**src/rtl/sti_pkg.sv**
```systemverilog
// Shared STI types: word length codes, deserializer FSM states, buffered word entry.
// Latency: n/a (types and a pure function only).
// Backpressure: n/a.
package sti_pkg;

  // Widest word carried on the STI link; the transmitter sizes its shifter from this too.
  localparam int MAXW = 32;
  // Bit counter width: must hold MAXW+1 so an over-long burst is distinguishable.
  localparam int CNTW = 6;

  typedef enum logic [1:0] {
    LEN8  = 2'b00,
    LEN16 = 2'b01,
    LEN24 = 2'b10,
    LEN32 = 2'b11
  } len_code_e;

  typedef enum logic [1:0] {
    ST_IDLE = 2'b00,
    ST_RECV = 2'b01,
    ST_PUSH = 2'b10
  } state_e;

  // One buffered word: error flag, reported length, right-aligned data.
  typedef struct packed {
    logic            err;
    logic [CNTW-1:0] len;
    logic [MAXW-1:0] data;
  } word_ent_t;

  // Expected bit count for a length code: 8 * (code + 1).
  function automatic logic [CNTW-1:0] len_bits(input len_code_e code);
    return ({4'b0000, code} + 6'd1) << 3;
  endfunction

endpackage

```
**src/rtl/sti_word_fifo.sv**
```systemverilog
// Generic DEPTH x WIDTH synchronous FIFO, head entry visible combinationally from storage.
// Latency: a push is visible at the head on the cycle after the write edge.
// Backpressure: push while full is ignored unless a pop happens in the same cycle.
module sti_word_fifo #(
  parameter int DEPTH = 2,
  parameter int WIDTH = 39
) (
  input  logic             i_clk,
  input  logic             i_reset,
  input  logic             i_push,
  input  logic [WIDTH-1:0] i_push_dat,
  input  logic             i_pop,
  output logic             o_full,
  output logic             o_empty,
  output logic [WIDTH-1:0] o_head_dat
);

  localparam int AW = $clog2(DEPTH);

  // Pointers carry one wrap bit so full and empty are distinguishable.
  logic [AW:0]      r_wr_ptr;
  logic [AW:0]      r_rd_ptr;
  logic [WIDTH-1:0] r_mem [DEPTH];
  logic             w_do_push;
  logic             w_do_pop;

  assign o_empty    = (r_wr_ptr == r_rd_ptr);
  assign o_full     = (r_wr_ptr[AW] != r_rd_ptr[AW]) &&
                      (r_wr_ptr[AW-1:0] == r_rd_ptr[AW-1:0]);
  // A pop frees the head slot before the push lands, so full+pop+push is legal.
  assign w_do_pop   = i_pop && !o_empty;
  assign w_do_push  = i_push && (!o_full || w_do_pop);
  assign o_head_dat = r_mem[r_rd_ptr[AW-1:0]];

  // Advance read/write pointers on accepted pop/push.
  always_ff @(posedge i_clk) begin
    if (i_reset) begin
      r_wr_ptr <= '0;
      r_rd_ptr <= '0;
    end else begin
      if (w_do_push) r_wr_ptr <= r_wr_ptr + 1'b1;
      if (w_do_pop)  r_rd_ptr <= r_rd_ptr + 1'b1;
    end
  end

  // Storage write; contents need no reset since empty masks them.
  always_ff @(posedge i_clk) begin
    if (w_do_push) r_mem[r_wr_ptr[AW-1:0]] <= i_push_dat;
  end

endmodule

```
**src/rtl/sti_deserializer.sv**
```systemverilog
// STI serial receiver: rebuilds each valid-bit burst into a right-aligned word and queues it.
// Latency: last bit in cycle N, si_valid low in N+1, po_valid in N+2 when the buffer was empty.
// Backpressure: po_valid/po_ready; a word completing while the buffer is full is dropped and ovf_sticky set.
module sti_deserializer #(
  parameter int DEPTH = 2,
  parameter int MAXW  = sti_pkg::MAXW
) (
  input  logic            clk,
  input  logic            reset,
  input  logic [1:0]      cfg_length,
  input  logic            cfg_msb,
  input  logic            si_valid,
  input  logic            si_data,
  output logic            po_valid,
  input  logic            po_ready,
  output logic [MAXW-1:0] po_data,
  output logic [5:0]      po_len,
  output logic            po_err,
  output logic            ovf_sticky
);

  import sti_pkg::*;

  localparam logic [CNTW-1:0] CNT_FULL = CNTW'(MAXW);
  localparam logic [CNTW-1:0] CNT_SAT  = CNTW'(MAXW + 1);

  state_e          r_state;
  state_e          w_next;
  logic            w_start;
  logic            w_store;
  logic            w_commit;
  logic [MAXW-1:0] r_word;
  logic [CNTW-1:0] r_cnt;
  len_code_e       r_len_code;
  logic            r_msb;
  word_ent_t       w_ent;
  word_ent_t       w_head;
  word_ent_t       r_hold;
  word_ent_t       w_out;
  logic            w_full;
  logic            w_empty;
  logic            w_pop;
  logic            r_ovf;

  // FSM state register.
  always_ff @(posedge clk) begin
    if (reset) r_state <= ST_IDLE;
    else       r_state <= w_next;
  end

  // Next state and datapath strobes. The word is committed on the edge that
  // enters PUSH; PUSH is the single gap cycle that may already start a new burst.
  always_comb begin
    w_next   = r_state;
    w_start  = 1'b0;
    w_store  = 1'b0;
    w_commit = 1'b0;
    case (r_state)
      ST_IDLE: begin
        if (si_valid) begin
          w_start = 1'b1;
          w_next  = ST_RECV;
        end
      end
      ST_RECV: begin
        if (si_valid) begin
          w_store = 1'b1;
        end else begin
          w_commit = 1'b1;
          w_next   = ST_PUSH;
        end
      end
      ST_PUSH: begin
        if (si_valid) begin
          w_start = 1'b1;
          w_next  = ST_RECV;
        end else begin
          w_next = ST_IDLE;
        end
      end
      default: w_next = ST_IDLE;
    endcase
  end

  // Shift register, bit counter and per-burst config latch.
  always_ff @(posedge clk) begin
    if (reset) begin
      r_word     <= '0;
      r_cnt      <= '0;
      r_len_code <= LEN8;
      r_msb      <= 1'b0;
    end else if (w_start) begin
      r_len_code <= len_code_e'(cfg_length);
      r_msb      <= cfg_msb;
      r_cnt      <= 6'd1;
      r_word     <= MAXW'(si_data);
    end else if (w_store) begin
      // Bits past MAXW are discarded; the counter stops one above MAXW.
      if (r_cnt < CNT_FULL) begin
        if (r_msb) r_word <= {r_word[MAXW-2:0], si_data};
        else       r_word <= r_word | (MAXW'(si_data) << r_cnt);
      end
      if (r_cnt != CNT_SAT) r_cnt <= r_cnt + 6'd1;
    end
  end

  // Entry built from the finished burst; saturated count reports as MAXW.
  always_comb begin
    w_ent      = '0;
    w_ent.data = r_word;
    w_ent.len  = (r_cnt > CNT_FULL) ? CNT_FULL : r_cnt;
    w_ent.err  = (r_cnt != len_bits(r_len_code));
  end

  assign w_pop = po_ready && !w_empty;

  sti_word_fifo #(
    .DEPTH (DEPTH),
    .WIDTH ($bits(word_ent_t))
  ) u_fifo (
    .i_clk      (clk),
    .i_reset    (reset),
    .i_push     (w_commit),
    .i_push_dat (w_ent),
    .i_pop      (w_pop),
    .o_full     (w_full),
    .o_empty    (w_empty),
    .o_head_dat (w_head)
  );

  // Overflow flag: a commit into a full buffer with no pop loses that word.
  always_ff @(posedge clk) begin
    if (reset)                            r_ovf <= 1'b0;
    else if (w_commit && w_full && !w_pop) r_ovf <= 1'b1;
  end

  // Track the head so the outputs keep the last word once the buffer drains.
  always_ff @(posedge clk) begin
    if (reset)         r_hold <= '0;
    else if (!w_empty) r_hold <= w_head;
  end

  assign w_out      = w_empty ? r_hold : w_head;
  assign po_valid   = !w_empty;
  assign po_data    = w_out.data;
  assign po_len     = w_out.len;
  assign po_err     = w_out.err;
  assign ovf_sticky = r_ovf;

endmodule

```
**config.mk**
```make
export PLATFORM = sky130hd
export DESIGN_NAME = sti_deserializer
export DESIGN_NICKNAME = d
export VERILOG_FILES = /design/src/rtl/sti_pkg.sv /design/src/rtl/sti_word_fifo.sv /design/src/rtl/sti_deserializer.sv
export SDC_FILE = /design/constraint.sdc
export NUM_CORES = 1
export LEC_CHECK = 0
export BUFFER_PORTS_ARGS = -buffer_cell sky130_fd_sc_hd__buf_2
export CAP_MARGIN = 20
export CORE_MARGIN = 2
export CORE_UTILIZATION = 60
export DETAILED_ROUTE_END_ITERATION = 8
export PLACE_DENSITY_LB_ADDON = 0.12
export SLEW_MARGIN = 5
export SYNTH_ARGS = -nofsm -noshare
export SYNTH_HDL_FRONTEND = slang
export SYNTH_HIERARCHICAL = 1
export SYNTH_SLANG_ARGS = --single-unit
```
**constraint.sdc**
```tcl
create_clock -name clk -period 4.3 [get_ports clk]
set_input_delay 0.43 -clock clk [delete_from_list [all_inputs] [get_ports clk]]
set_output_delay 0.43 -clock clk [all_outputs]
set_load 0.005 [all_outputs]
```
* Yosys cells after proc, flatten, opt, wreduce, memory -nomap -nowiden
Memories as Yosys holds them, arrays and structs flattened. A register that Yosys moved wholly into a read port is not among the register bits. Cells that the tools add are included.
Cells by class: add/subtract/negate cells 4, order comparisons 2, equality and inequality tests 9, shifts and indexed selects 1, multiplexer cells 22, bitwise logic cells 1, reductions and logical operators 21
Operators with widths (count):
- $mux 39 | 1
- $mux 32 | 1
- $or 32x32->32 | 1
- $shl 1x6->32 | 1
- $mux 1 | 16
- $reduce_and 2->1 | 5
- $add 6x1->6 const B | 1
- $gt 6x6->1 const B | 1
- $logic_and 1x1->1 | 6
- $lt 6x6->1 const B | 1
- $mux 6 | 1
- $ne 6x6->1 | 1
- $ne 6x6->1 const B | 1
- $pmux 2 s3 | 1
- $reduce_bool 2->1 | 3
- $add 2x1->2 const B | 2
- $mux 2 | 2
- $ne 2x2->1 const B | 2
- $reduce_or 2->1 | 2
- $add 2x1->3 const B | 1
- $logic_not 1->1 | 3
- $eq 2x1->1 const B | 1
- $eq 2x2->1 | 1
- $eq 2x2->1 const B | 1
- 4 further kinds | 4
Word-level totals: register bits 87, bits in writable memories 78, bits of input ports 8, output and inout bits 41, word-level logic and storage cells 74, memories kept 1
Memory list:
- u_fifo.r_mem | words 2, bits a word 39, read ports 1, clocked after Yosys merged registers in 1, write ports 1, line sti_word_fifo.sv:23 | logic [WIDTH-1:0] r_mem [DEPTH];

* Logic depth before layout (Yosys ltp)
Gate-level depths: netlist of the first run.
word-level depth 8, mapped depth 11, mapped depth without buffers 7

* Hierarchy
Netlist of the first run, hierarchy kept.
By module, submodules not included:
- sti_deserializer | times used 1, cells an instance 405, area an instance 3963.8 um2, sequential area each 1661.6 um2
- sti_word_fifo | times used 1, cells an instance 156, area an instance 3099.2 um2, sequential area each 2442.3 um2

* Least setup slack after synthesis of the first run
OpenSTA, ideal clock, no wires.
path type flip-flop to flip-flop, from reg u_fifo.r_wr_ptr[1], to mem u_fifo.r_mem[1][0] (enable), library setup time 0.448 ns, arrival time 3.329 ns, setup slack 0.522 ns, cell stages (with the launch flop) 10, buffers on the path 3, path through dfxtp_1 -> xor2_1 -> nor2_1 -> clkbuf_1 -> buf_2 -> nand2b_1 -> inv_1 -> buf_6 -> nor2b_1 -> a21oi_1
Between the ends: word-level cells in the longest chain between the ends 8, elaborated cells on any way between the ends 11
Ends and longest elaborated chain:
- from (decl) | line sti_word_fifo.sv:21 | logic [AW:0] r_wr_ptr;
- from (signal assigned) | line sti_word_fifo.sv:41 | if (w_do_push) r_wr_ptr <= r_wr_ptr + 1'b1;
- $eq 2x2->1 | line sti_word_fifo.sv:27 | assign o_empty = (r_wr_ptr == r_rd_ptr);
- named net w_empty | line sti_deserializer.sv:41 | logic w_empty;
- $logic_not 1->1 | line sti_deserializer.sv:115 | assign w_pop = po_ready && !w_empty;
- $logic_and 1x1->1 | line sti_deserializer.sv:115
- named net w_pop | line sti_deserializer.sv:42 | logic w_pop;
- $logic_and 1x1->1 | line sti_word_fifo.sv:31 | assign w_do_pop = i_pop && !o_empty;
- $logic_or 1x1->1 | line sti_word_fifo.sv:32 | assign w_do_push = i_push && (!o_full || w_do_pop);
- $logic_and 1x1->1 | line sti_word_fifo.sv:32
- $mux 1 | line sti_word_fifo.sv:48 | if (w_do_push) r_mem[r_wr_ptr[AW-1:0]] <= i_push_dat;
- $mux 1 (implied by the code) | line sti_word_fifo.sv:48
- to (decl) | line sti_word_fifo.sv:23
The timed path passes the listed nets, and every way through them passes these cells.

* Worst setup path after layout of the first run
from reg u_fifo.r_rd_ptr[1], to mem u_fifo.r_mem[1][2] (enable)
Between the ends: word-level cells in the longest chain between the ends 8, elaborated cells on any way between the ends 11
Ends and longest elaborated chain:
- from (decl) | line sti_word_fifo.sv:22 | logic [AW:0] r_rd_ptr;
- from (signal assigned) | line sti_word_fifo.sv:42 | if (w_do_pop) r_rd_ptr <= r_rd_ptr + 1'b1;
- $eq 2x2->1 | line sti_word_fifo.sv:27
- named net w_empty | line sti_deserializer.sv:41
- $logic_not 1->1 | line sti_deserializer.sv:115
- $logic_and 1x1->1 | line sti_deserializer.sv:115
- named net w_pop | line sti_deserializer.sv:42
- $logic_and 1x1->1 | line sti_word_fifo.sv:31
- $logic_or 1x1->1 | line sti_word_fifo.sv:32
- $logic_and 1x1->1 | line sti_word_fifo.sv:32
- $mux 1 | line sti_word_fifo.sv:48
- $mux 1 (implied by the code) | line sti_word_fifo.sv:48
The timed path passes the listed nets, and every way through them passes these cells.

==> impl_metrics.py, run 1 <==
metrics = {
    "run_status": {
        "status": "complete, no violations",
    },
    "placement": {
        "gp_congestion": 0.7884,
        "dp_hpwl_mm": 7.847,
        "port_buffers": 48,
    },
    "cts": {
        "insertion_delay_ns": 0.42,
        "cts_resized": 0,
        "clk_pin_slew_ns": 0.06,
        "clock_path_buffers": 2,
        "clkSinkCount": 166,
        "cts_tree": "built",
        "post-cts-setup-buffers": 0,
        "cts_buffers": 17,
        "h-tree-depth": 4,
        "root_buffer": "clkbuf_16",
        "ctsHoldBuffers": 0,
    },
    "detailed_routing": {
        "top_layer": "met4",
        "firstDrtPassIters": 4,
        "wl_met3_um": 607,
        "remaining_drc_errors": 0,
        "wl_met1_mm": 5.538,
        "post_drt_wl_per_cell_um": 16.87,
        "num_vias": 4326,
        "wl_mm": 12.61,
        "viasPerCell": 5.791,
        "drtIter0Drc": 224,
        "drtAntennaViolNets": 0,
        "wl_met2_mm": 6.284,
    },
    "sta": {
        "period_share_pct": 68.07,
        "fmax_mhz": 341.7,
        "finalHoldViolCount": 0,
        "finalSetupTns_ns": 0,
        "timing.final.crit_period_ns": 2.927,
        "fin_skew_ns": 0.006694,
        "whs_ns": 0.2503,
        "worst_slew_pin_slew_ns": 1.075,
        "relSlewSlack_pct": 28.35,
        "slew_viol_final": 0,
        "setup_viol": 0,
        "rsz0062_at_grt": "false",
    },
    "pwr": {
        "p_switching_w": 0.0006581,
        "p_clk_share_pct": 41.5,
        "p_int_w": 0.002504,
        "pwr-share-seq_pct": 53.3,
        "p_total_w": 0.003162,
        "power.leakage_nw": 2.910,
        "switching_share_pct": 20.81,
        "power_density_nw_per_um2": 402.6,
        "comb_power_share_pct": 5.2,
        "max-vdd-ir-drop_mv": 0.2807,
    },
    "floorplan": {
        "initial_core_util_pct": 61.59,
        "io_pins": 49,
        "dieArea_sq_um": 12660,
        "die_x_um": 112.5,
        "num_rows": 39,
        "die_y_um": 112.5,
        "design.core.area_sq_um": 11470,
    },
    "yosys": {
        "synth_area_leaders": "edfxtp_1 33%, dfxtp_1 25%, mux2_2 9.9%",
        "yosysWarnings": 6,
        "synth_cells": 561,
        "synth.most_common_cell": "dfxtp_1",
        "synthDistinctLibCells": 53,
        "syn_area_sq_um": 7063,
        "synthArstFlopShare_pct": 0,
        "synth.top_cell.area_share_pct": 33.16,
        "yosys.area.top_type": "edfxtp_1",
        "synth_sequential_area_ratio_pct": 58.10,
        "avgSynthCellArea_sq_um": 12.59,
        "ys_ff_latch": 166,
        "syn_nets": 573,
        "synth_ff_type": "dfxtp_1",
        "synth_edf_count": 78,
        "netlist_top_cells_count": "88 x dfxtp_1, 78 x edfxtp_1, 62 x mux2_2",
    },
    "global_routing": {
        "antenna_found_initial": 0,
        "grt_pass1_vias": 4308,
        "grt_pass1_wl_mm": 21.22,
        "gr-total-overflow": 0,
        "grt_use_total_pct": 21.31,
        "grt_max_degree": 52,
    },
    "critical_path": {
        "worst_setup_path_start_kind": "register",
        "end_kind": "register",
        "cp_max_fo": 20,
        "cp.arrival_ns": 3.02,
        "criticalPathCategory": "register to register",
        "crit_required_ns": 4.39,
    },
    "layout": {
        "fin_nets": 603,
        "layout-drive-gt1-share_pct": 25.50,
        "antenna_cells": 0,
        "area_growth_pct": 11.20,
    },
    "flow_run": {
        "drv_cap": 0,
    },
    "min_path": {
        "hp-class": "primary input to register",
    },
}
==> registers in the layout, summed over array words and instances, names as in the netlist, named ones only <==
name / cells
r_cnt: 6
u_fifo/r_mem: 78
ovf_sticky: 1
r_msb: 1
u_fifo/r_wr_ptr: 2
r_hold: 39
r_word: 32
r_state: 2
u_fifo/r_rd_ptr: 2
r_len_code: 2
==> cell usage in the layout, fill, tap and decap left out, types with 6 or more instances in the layout <==
master / Yosys / routed
nor3b_1: 24 / 24
a211oi_1: 31 / 31
clkbuf_16: 0 / 17
inv_1: 6 / 6
mux2_1: 16 / 16
nor3_1: 9 / 9
nor2b_1: 6 / 6
mux2_2: 62 / 62
nand2b_1: 11 / 11
a21oi_1: 8 / 7
buf_2: 16 / 48
clkbuf_1: 18 / 7
nand2_1: 6 / 6
and2_1: 43 / 43
clkinv_2: 0 / 6
dfxtp_1: 88 / 88
edfxtp_1: 78 / 78
mux2i_1: 13 / 13
nor4_1: 24 / 24
nor2_1: 31 / 30
==> layout make-up <==
class / count / area, sq um
tap: 143 / 178.9
clock buffer: 26 / 479.2
multi-input combinational: 345 / 2730
inverter: 7 / 26.28
clock inverter: 6 / 30.03
fill: 830 / 3613
timing repair buffer: 54 / 305.3
sequential: 166 / 4104
==> worst paths after layout <==
kind                                        start                            to  slack, ns  cells past startpoint
setup reg to reg  u_fifo/r_rd_ptr[1]$_SDFFE_PP0P_  u_fifo/r_mem[1][2]$_DFFE_PP_       1.37                      7
hold reg to reg           ovf_sticky$_SDFFE_PP0P_       ovf_sticky$_SDFFE_PP0P_       0.48                      2
setup / recovery  u_fifo/r_rd_ptr[1]$_SDFFE_PP0P_  u_fifo/r_mem[1][2]$_DFFE_PP_       1.37                      7
hold / removal                      cfg_length[0]    r_len_code[0]$_SDFFE_PP0P_       0.25                      3
==> power by group through the flow <==
stage | clock network, W | registers [W] | logic (W)
after global routing | 0.00140 | 0.00169 | 0.000183
after CTS | 0.00134 | 0.00168 | 0.000163
after global placement | 0 | 0.00172 | 0.000156
after detailed placement | 0 | 0.00172 | 0.000162
after floorplan | 0 | 0.00171 | 0.000124
final | 0.00131 | 0.00168 | 0.000165
==> worst max-delay path: stages (launching register included) <==
cell	delay, ns
dfxtp_1	0.42
xor2_1	0.52
nor2_4	0.08
nand2b_1	0.19
inv_1	0.21
nor2b_1	0.15
a21oi_4	0.61
buf_4	0.41
==> routing by layer <==
layer,track usage [%],vias up
met1,26.84,2090
met3,4.914,15
met4,8.455,0
met5,0,-
met2,35.86,96
li1,-,2125
==> metrics by stage <==
step / area [sq um] / instances / worst slack [ns] / utilization (%)
finish: 7854 / 747 / 1.373 / 68.49
global route: 7854 / 747 / 1.205 / 68.49
CTS: 7826 / 746 / 1.313 / 68.25
detailed placement: 7317 / 714 / 1.412 / 63.81
global placement: 7317 / 714 / 1.625 / 63.81
floorplan: 7063 / 561 / 0.5225 / -
==> cells by family (layout without fill, tap and decap cells) <==
| group | after synthesis | count (layout) | share of synthesized area, % |
|---|---|---|---|
| mux | 91 | 91 | 14.28 |
| compound gates | 57 | 57 | 5.757 |
| buf+inv | 50 | 93 | 3.525 |
| fa+ha+maj | 4 | 4 | 0.7086 |
| xor+xnor | 6 | 6 | 0.7442 |
| simple gates | 187 | 187 | 16.88 |
| flops | 166 | 166 | 58.10 |
Note: power is estimated with default switching activity, not from simulation.
==> run 2: changes to the inputs <==
Settings changed: CORE_UTILIZATION 60 to 54.
Clock period 4.3 ns to 2.5 ns, I/O delays scaled along.
==> run 2 against run 1 <==
Effect of this change:
- final area up 2.8%
- global-route usage down 2.4 points
- sequential power up 73%
- clock power up 100%
- count of clock-buffer cells in the layout down 1
==> impl_metrics.py, run 2 (synthesized netlist as in run 1, its figures left out) <==
metrics = {
    "run_status": {
        "status": "complete, no violations",
    },
    "sta": {
        "relSlewSlack_pct": 45.60,
        "finalHoldViolCount": 0,
        "timing.final.crit_period_ns": 2.277,
        "whs_ns": 0.06875,
        "finalSetupTns_ns": 0,
        "slew_viol_final": 0,
        "fin_skew_ns": 0.006237,
        "period_share_pct": 91.08,
        "fmax_mhz": 439.2,
        "rsz0062_at_grt": "false",
        "setup_viol": 0,
        "setup_ws_ns": 0.2231,
        "worst_slew_pin_slew_ns": 0.8148,
    },
    "critical_path": {
        "slowest_stage": "dfxtp_1",
        "criticalPathCategory": "register to primary output",
        "cp_max_fo": 24,
        "cp_cell_sequence": "xor2_1 -> nor2_4 -> buf_4 -> mux2_2 -> buf_2",
        "critPathTopFamily": "flip-flops",
        "end_kind": "primary output",
        "cpPeakStageDelay_ns": 0.46,
        "cp.arrival_ns": 2.03,
        "worst_setup_path_start_kind": "register",
        "crit_required_ns": 2.25,
        "path_buf_inv": 2,
    },
    "cts": {
        "clock_path_buffers": 2,
        "insertion_delay_ns": 0.42,
        "ctsHoldBuffers": 0,
        "cts_tree": "built",
        "h-tree-depth": 4,
        "clk_pin_slew_ns": 0.06,
        "cts_resized": 0,
        "post-cts-setup-buffers": 0,
        "cts_buffers": 17,
        "clkSinkCount": 166,
        "root_buffer": "clkbuf_16",
    },
    "min_path": {
        "hp-class": "primary input to register",
    },
    "pwr": {
        "max-vdd-ir-drop_mv": 0.4093,
        "power.leakage_nw": 2.989,
        "power_density_nw_per_um2": 724.4,
    },
    "global_routing": {
        "grt_use_total_pct": 18.92,
        "antenna_found_initial": 0,
        "gr-total-overflow": 0,
        "grt_pass1_wl_mm": 20.93,
        "gr-usage-met3_pct": 4.102,
        "grt_max_degree": 47,
        "grt_busiest_layer": "met2",
        "met1_usage_pct": 24.88,
        "grt_pass1_vias": 4204,
        "gr-usage-met2_pct": 30.17,
    },
    "placement": {
        "dp_hpwl_mm": 7.661,
        "port_buffers": 48,
        "gp_congestion": 0.7805,
        "placed_area_sq_um": 7453,
        "place_ws_ns": 0.4365,
    },
    "detailed_routing": {
        "num_vias": 4364,
        "firstDrtPassIters": 4,
        "viasPerCell": 5.581,
        "drtIter0Drc": 249,
        "remaining_drc_errors": 0,
        "drtAntennaViolNets": 0,
        "post_drt_wl_per_cell_um": 16.01,
        "wl_mm": 12.52,
    },
    "floorplan": {
        "design.core.area_sq_um": 12670,
        "dieArea_sq_um": 14010,
        "initial_core_util_pct": 55.74,
        "die_y_um": 118.4,
        "io_pins": 49,
        "die_x_um": 118.4,
        "num_rows": 41,
    },
    "layout": {
        "mostFrequentLayoutCells": "86 x dfxtp_1, 78 x edfxtp_1, 62 x mux2_2, 48 x buf_2, 43 x and2_1",
        "area_growth_pct": 14.26,
        "antenna_cells": 0,
        "final_common_cell": "dfxtp_1",
        "post-route-util_pct": 63.69,
        "largest_register_ffs": 78,
        "layout-drive-gt1-share_pct": 27.05,
        "fin_nets": 609,
        "design_area_sq_um": 8070,
    },
    "flow_run": {
        "drv_cap": 0,
    },
}
-- run 2: cell types whose count changed in the layout (fill, tap and decap cells not counted), moves of 2 or more --
cell,before,now
clkbuf_16,17,20
buf_12,0,3
dfxtp_2,0,2
clkinv_2,6,3
clkbuf_1,7,4
bufinv_16,0,2
dfxtp_1,88,86
buf_4,5,9
-- run 2: area by class of cell --
class / count / area (sq um)
Sequential cell: 166 / 4106
Clock inverter: 7 / 87.58
Tap cell: 172 / 215.2
Fill cell: 975 / 4601
Clock buffer: 25 / 529.3
Inverter: 7 / 26.28
Timing Repair Buffer: 60 / 367.9
Multi-Input combinational cell: 345 / 2738
-- run 2: path summary, 6_finish.rpt --
kind | startpoint | to | slack, ns | depth (start not counted)
worst max-delay path | u_fifo/r_rd_ptr[0]$_SDFFE_PP0P_ | po_data[17] | 0.22 | 5
worst min-delay path | cfg_length[0] | r_len_code[0]$_SDFFE_PP0P_ | 0.07 | 3
worst max register to register | u_fifo/r_rd_ptr[0]$_SDFFE_PP0P_ | u_fifo/r_mem[1][21]$_DFFE_PP_ | 0.38 | 7
worst min register to register | ovf_sticky$_SDFFE_PP0P_ | ovf_sticky$_SDFFE_PP0P_ | 0.48 | 2
-- run 2: where the power goes --
| group | internal [W] | switching (W) | total [W] |
|---|---|---|---|
| registers | 0.00287 | 0.0000270 | 0.00290 |
| clock network | 0.00167 | 0.000988 | 0.00266 |
| logic | 0.000131 | 0.000159 | 0.000290 |
| total | 0.00467 | 0.00117 | 0.00585 |
-- run 2: worst min-delay path: stages --
cell	delay (ns)
buf_2	0.08
mux2i_1	0.06
nor2_1	0.07
-- run 2: routing by layer --
layer,share of wire (%),up-vias
met5,0,-
met3,3.9,15
met4,1.5,0
met1,47,2116
li1,-,2145
met2,47,88
-- run 2: through the flow --
step,total power (W),cells
after global routing,0.006049,782
after floorplan,0.003157,561
after global placement,0.003238,750
final,0.005846,782
after CTS,0.005905,782
after detailed placement,0.003248,750
==> run 3: changes to the inputs <==
Settings changed: CORE_UTILIZATION 54 to 60, CTS_CLUSTER_SIZE set to 14, SKIP_CTS_REPAIR_TIMING set to 1.
Clock period 2.5 ns to 2.3 ns, I/O delays scaled along.
==> run 3 against run 2 <==
Effect of this change:
- worst hold slack worse by 0.027 ns
- routed wire length is 2.4% higher
- count of clock-buffer cells in the layout is 7 lower
- critical path depth stayed put
- via count is 2.0% higher
- die area is 9.7% lower
- largest power group unchanged
- register-to-register slack hardly changed
- flip-flop and latch count stayed put
- cell count is 3.3% lower
- highest routed layer unchanged
- first-iteration DRC count is 14% lower
- critical path type unchanged
==> impl_metrics.py, run 3 (synthesized netlist as in run 1, its figures left out) <==
metrics = {
    "critical_path": {
        "startpoint": "u_fifo/r_rd_ptr[0]$_SDFFE_PP0P_",
        "slowest_stage": "mux2_2",
        "criticalPathCategory": "register to primary output",
        "critPathTopFamily": "buffers and inverters",
        "path_buf_inv": 2,
        "cp_cell_sequence": "xor2_1 -> nor2_4 -> buf_4 -> mux2_2 -> buf_2",
        "regToRegSetupSlack_ns": 0.37,
        "regToRegStartpoint": "r_cnt[5]$_SDFFE_PP0P_",
        "cp.arrival_ns": 1.93,
        "rr_worst_depth": 4,
        "crit_required_ns": 2.07,
        "end_kind": "primary output",
        "r2r_end": "r_word[26]$_SDFFE_PP0P_",
        "cpPeakStageDelay_ns": 0.38,
        "cp_max_fo": 16,
        "worst_setup_path_start_kind": "register",
    },
    "floorplan": {
        "dieArea_sq_um": 12660,
        "io_pins": 49,
        "design.core.area_sq_um": 11470,
        "die_x_um": 112.5,
        "initial_core_util_pct": 61.59,
        "num_rows": 39,
        "die_y_um": 112.5,
    },
    "placement": {
        "gp_congestion": 0.7985,
        "port_buffers": 48,
        "dp_hpwl_mm": 8.100,
    },
    "sta": {
        "finalSetupTns_ns": 0,
        "period_share_pct": 93.84,
        "worst_slew_pin_slew_ns": 0.8240,
        "whs_ns": 0.04154,
        "finalHoldViolCount": 0,
        "slew_viol_final": 0,
        "fmax_mhz": 463.3,
        "setup_viol": 0,
        "rsz0062_at_grt": "false",
        "timing.final.crit_period_ns": 2.158,
        "relSlewSlack_pct": 44.99,
        "fin_skew_ns": 0.008895,
    },
    "pwr": {
        "max-vdd-ir-drop_mv": 0.5646,
        "power.leakage_nw": 3.011,
        "power_density_nw_per_um2": 800.3,
    },
    "global_routing": {
        "grt_use_total_pct": 21.47,
        "grt_pass1_vias": 4348,
        "grt_pass1_wl_mm": 21.36,
        "gr-total-overflow": 0,
        "antenna_found_initial": 0,
        "grt_max_degree": 44,
    },
    "cts": {
        "clock_path_buffers": 2,
        "root_buffer": "clkbuf_16",
        "h-tree-depth": 4,
        "clkSinkCount": 166,
        "cts_tree": "built",
        "insertion_delay_ns": 0.43,
        "cts_buffers": 17,
        "clk_pin_slew_ns": 0.06,
    },
    "detailed_routing": {
        "wl_mm": 12.81,
        "post_drt_wl_per_cell_um": 16.95,
        "drtIter0Drc": 215,
        "num_vias": 4452,
        "drtAntennaViolNets": 0,
        "viasPerCell": 5.889,
        "firstDrtPassIters": 4,
        "remaining_drc_errors": 0,
    },
    "layout": {
        "mostFrequentLayoutCells": "84 x dfxtp_1, 78 x edfxtp_1, 62 x mux2_2, 48 x buf_2, 43 x and2_1",
        "antenna_cells": 0,
        "final_common_cell": "dfxtp_1",
        "area_growth_pct": 14.88,
        "largest_register_ffs": 78,
        "fin_nets": 612,
        "layout-drive-gt1-share_pct": 28.71,
    },
    "min_path": {
        "worstHoldPathCells": 3,
        "hp-class": "primary input to register",
        "holdPathEnd": "r_msb$_SDFFE_PP0P_",
        "min_from": "cfg_msb",
    },
    "run_status": {
        "status": "complete, no violations",
    },
    "flow_run": {
        "drv_cap": 0,
    },
}
[run 3: cell types whose count changed in the layout (fill, tap and decap cells not counted), sizes merged]
cell	delta
clkinvlp	+4
clkbuf	-7
bufinv	+3
buf	+3
[run 3: worst max path at each step]
stage / endpoint / cells after the start / slack, ns
6_report: po_data[6] / 5 / 0.14
5_1_grt: po_data[9] / 5 / 0.03
4_1_cts: po_data[25] / 5 / -0.0002
3_5_place_dp: u_fifo/r_mem[1][18]$_DFFE_PP_ / 7 / 0.38
3_3_place_gp: u_fifo/r_mem[1][17]$_DFFE_PP_ / 7 / 0.48
2_1_floorplan: u_fifo/r_mem[1][0]$_DFFE_PP_ / 10 / -0.04
[run 3: final cells by class]
cell class / instances / area [sq um]
Clock buffer: 18 / 429.2
Clock inverter: 14 / 207.7
Fill cell: 817 / 3353
Inverter: 7 / 26.28
Multi-Input combinational cell: 345 / 2764
Sequential cell: 166 / 4114
Tap cell: 143 / 178.9
Timing Repair Buffer: 63 / 394.1
[run 3: worst reg2reg max path, cell delays in order (launching register included)]
cell and delay (ns):
dfxtp_1 0.84, nand4bb_1 0.26, buf_4 0.22, nor3b_1 0.07, nor4_1 0.40
[run 3: stage by stage]
| step | cell area [sq um] | power, W | instances | utilization (%) | setup WS [ns] |
|---|---|---|---|---|---|
| after global routing | 8114 | 0.006689 | 756 | 70.76 | 0.02909 |
| after floorplan | 7132 | 0.003434 | 561 | - | -0.03607 |
| after global placement | 7472 | 0.003517 | 724 | 65.16 | 0.4792 |
| after detailed placement | 7472 | 0.003532 | 724 | 65.16 | 0.3795 |
| final | 8114 | 0.006494 | 756 | 70.76 | 0.1418 |
| after CTS | 8109 | 0.006542 | 756 | 70.71 | -0.0002418 |
[run 3: routing by layer]
layer	share of wire, %	GRT usage [%]
met5	0	0
met4	1.1	7.480
met2	51	36.10
met1	44	27.27
met3	3.8	5.346
[run 3: power breakdown]
group          total [W]  switching [W]  leakage, nW  internal (W)
registers        0.00315      0.0000322         1.41       0.00312
logic           0.000318       0.000171         1.30      0.000147
clock network    0.00303        0.00111        0.299       0.00191
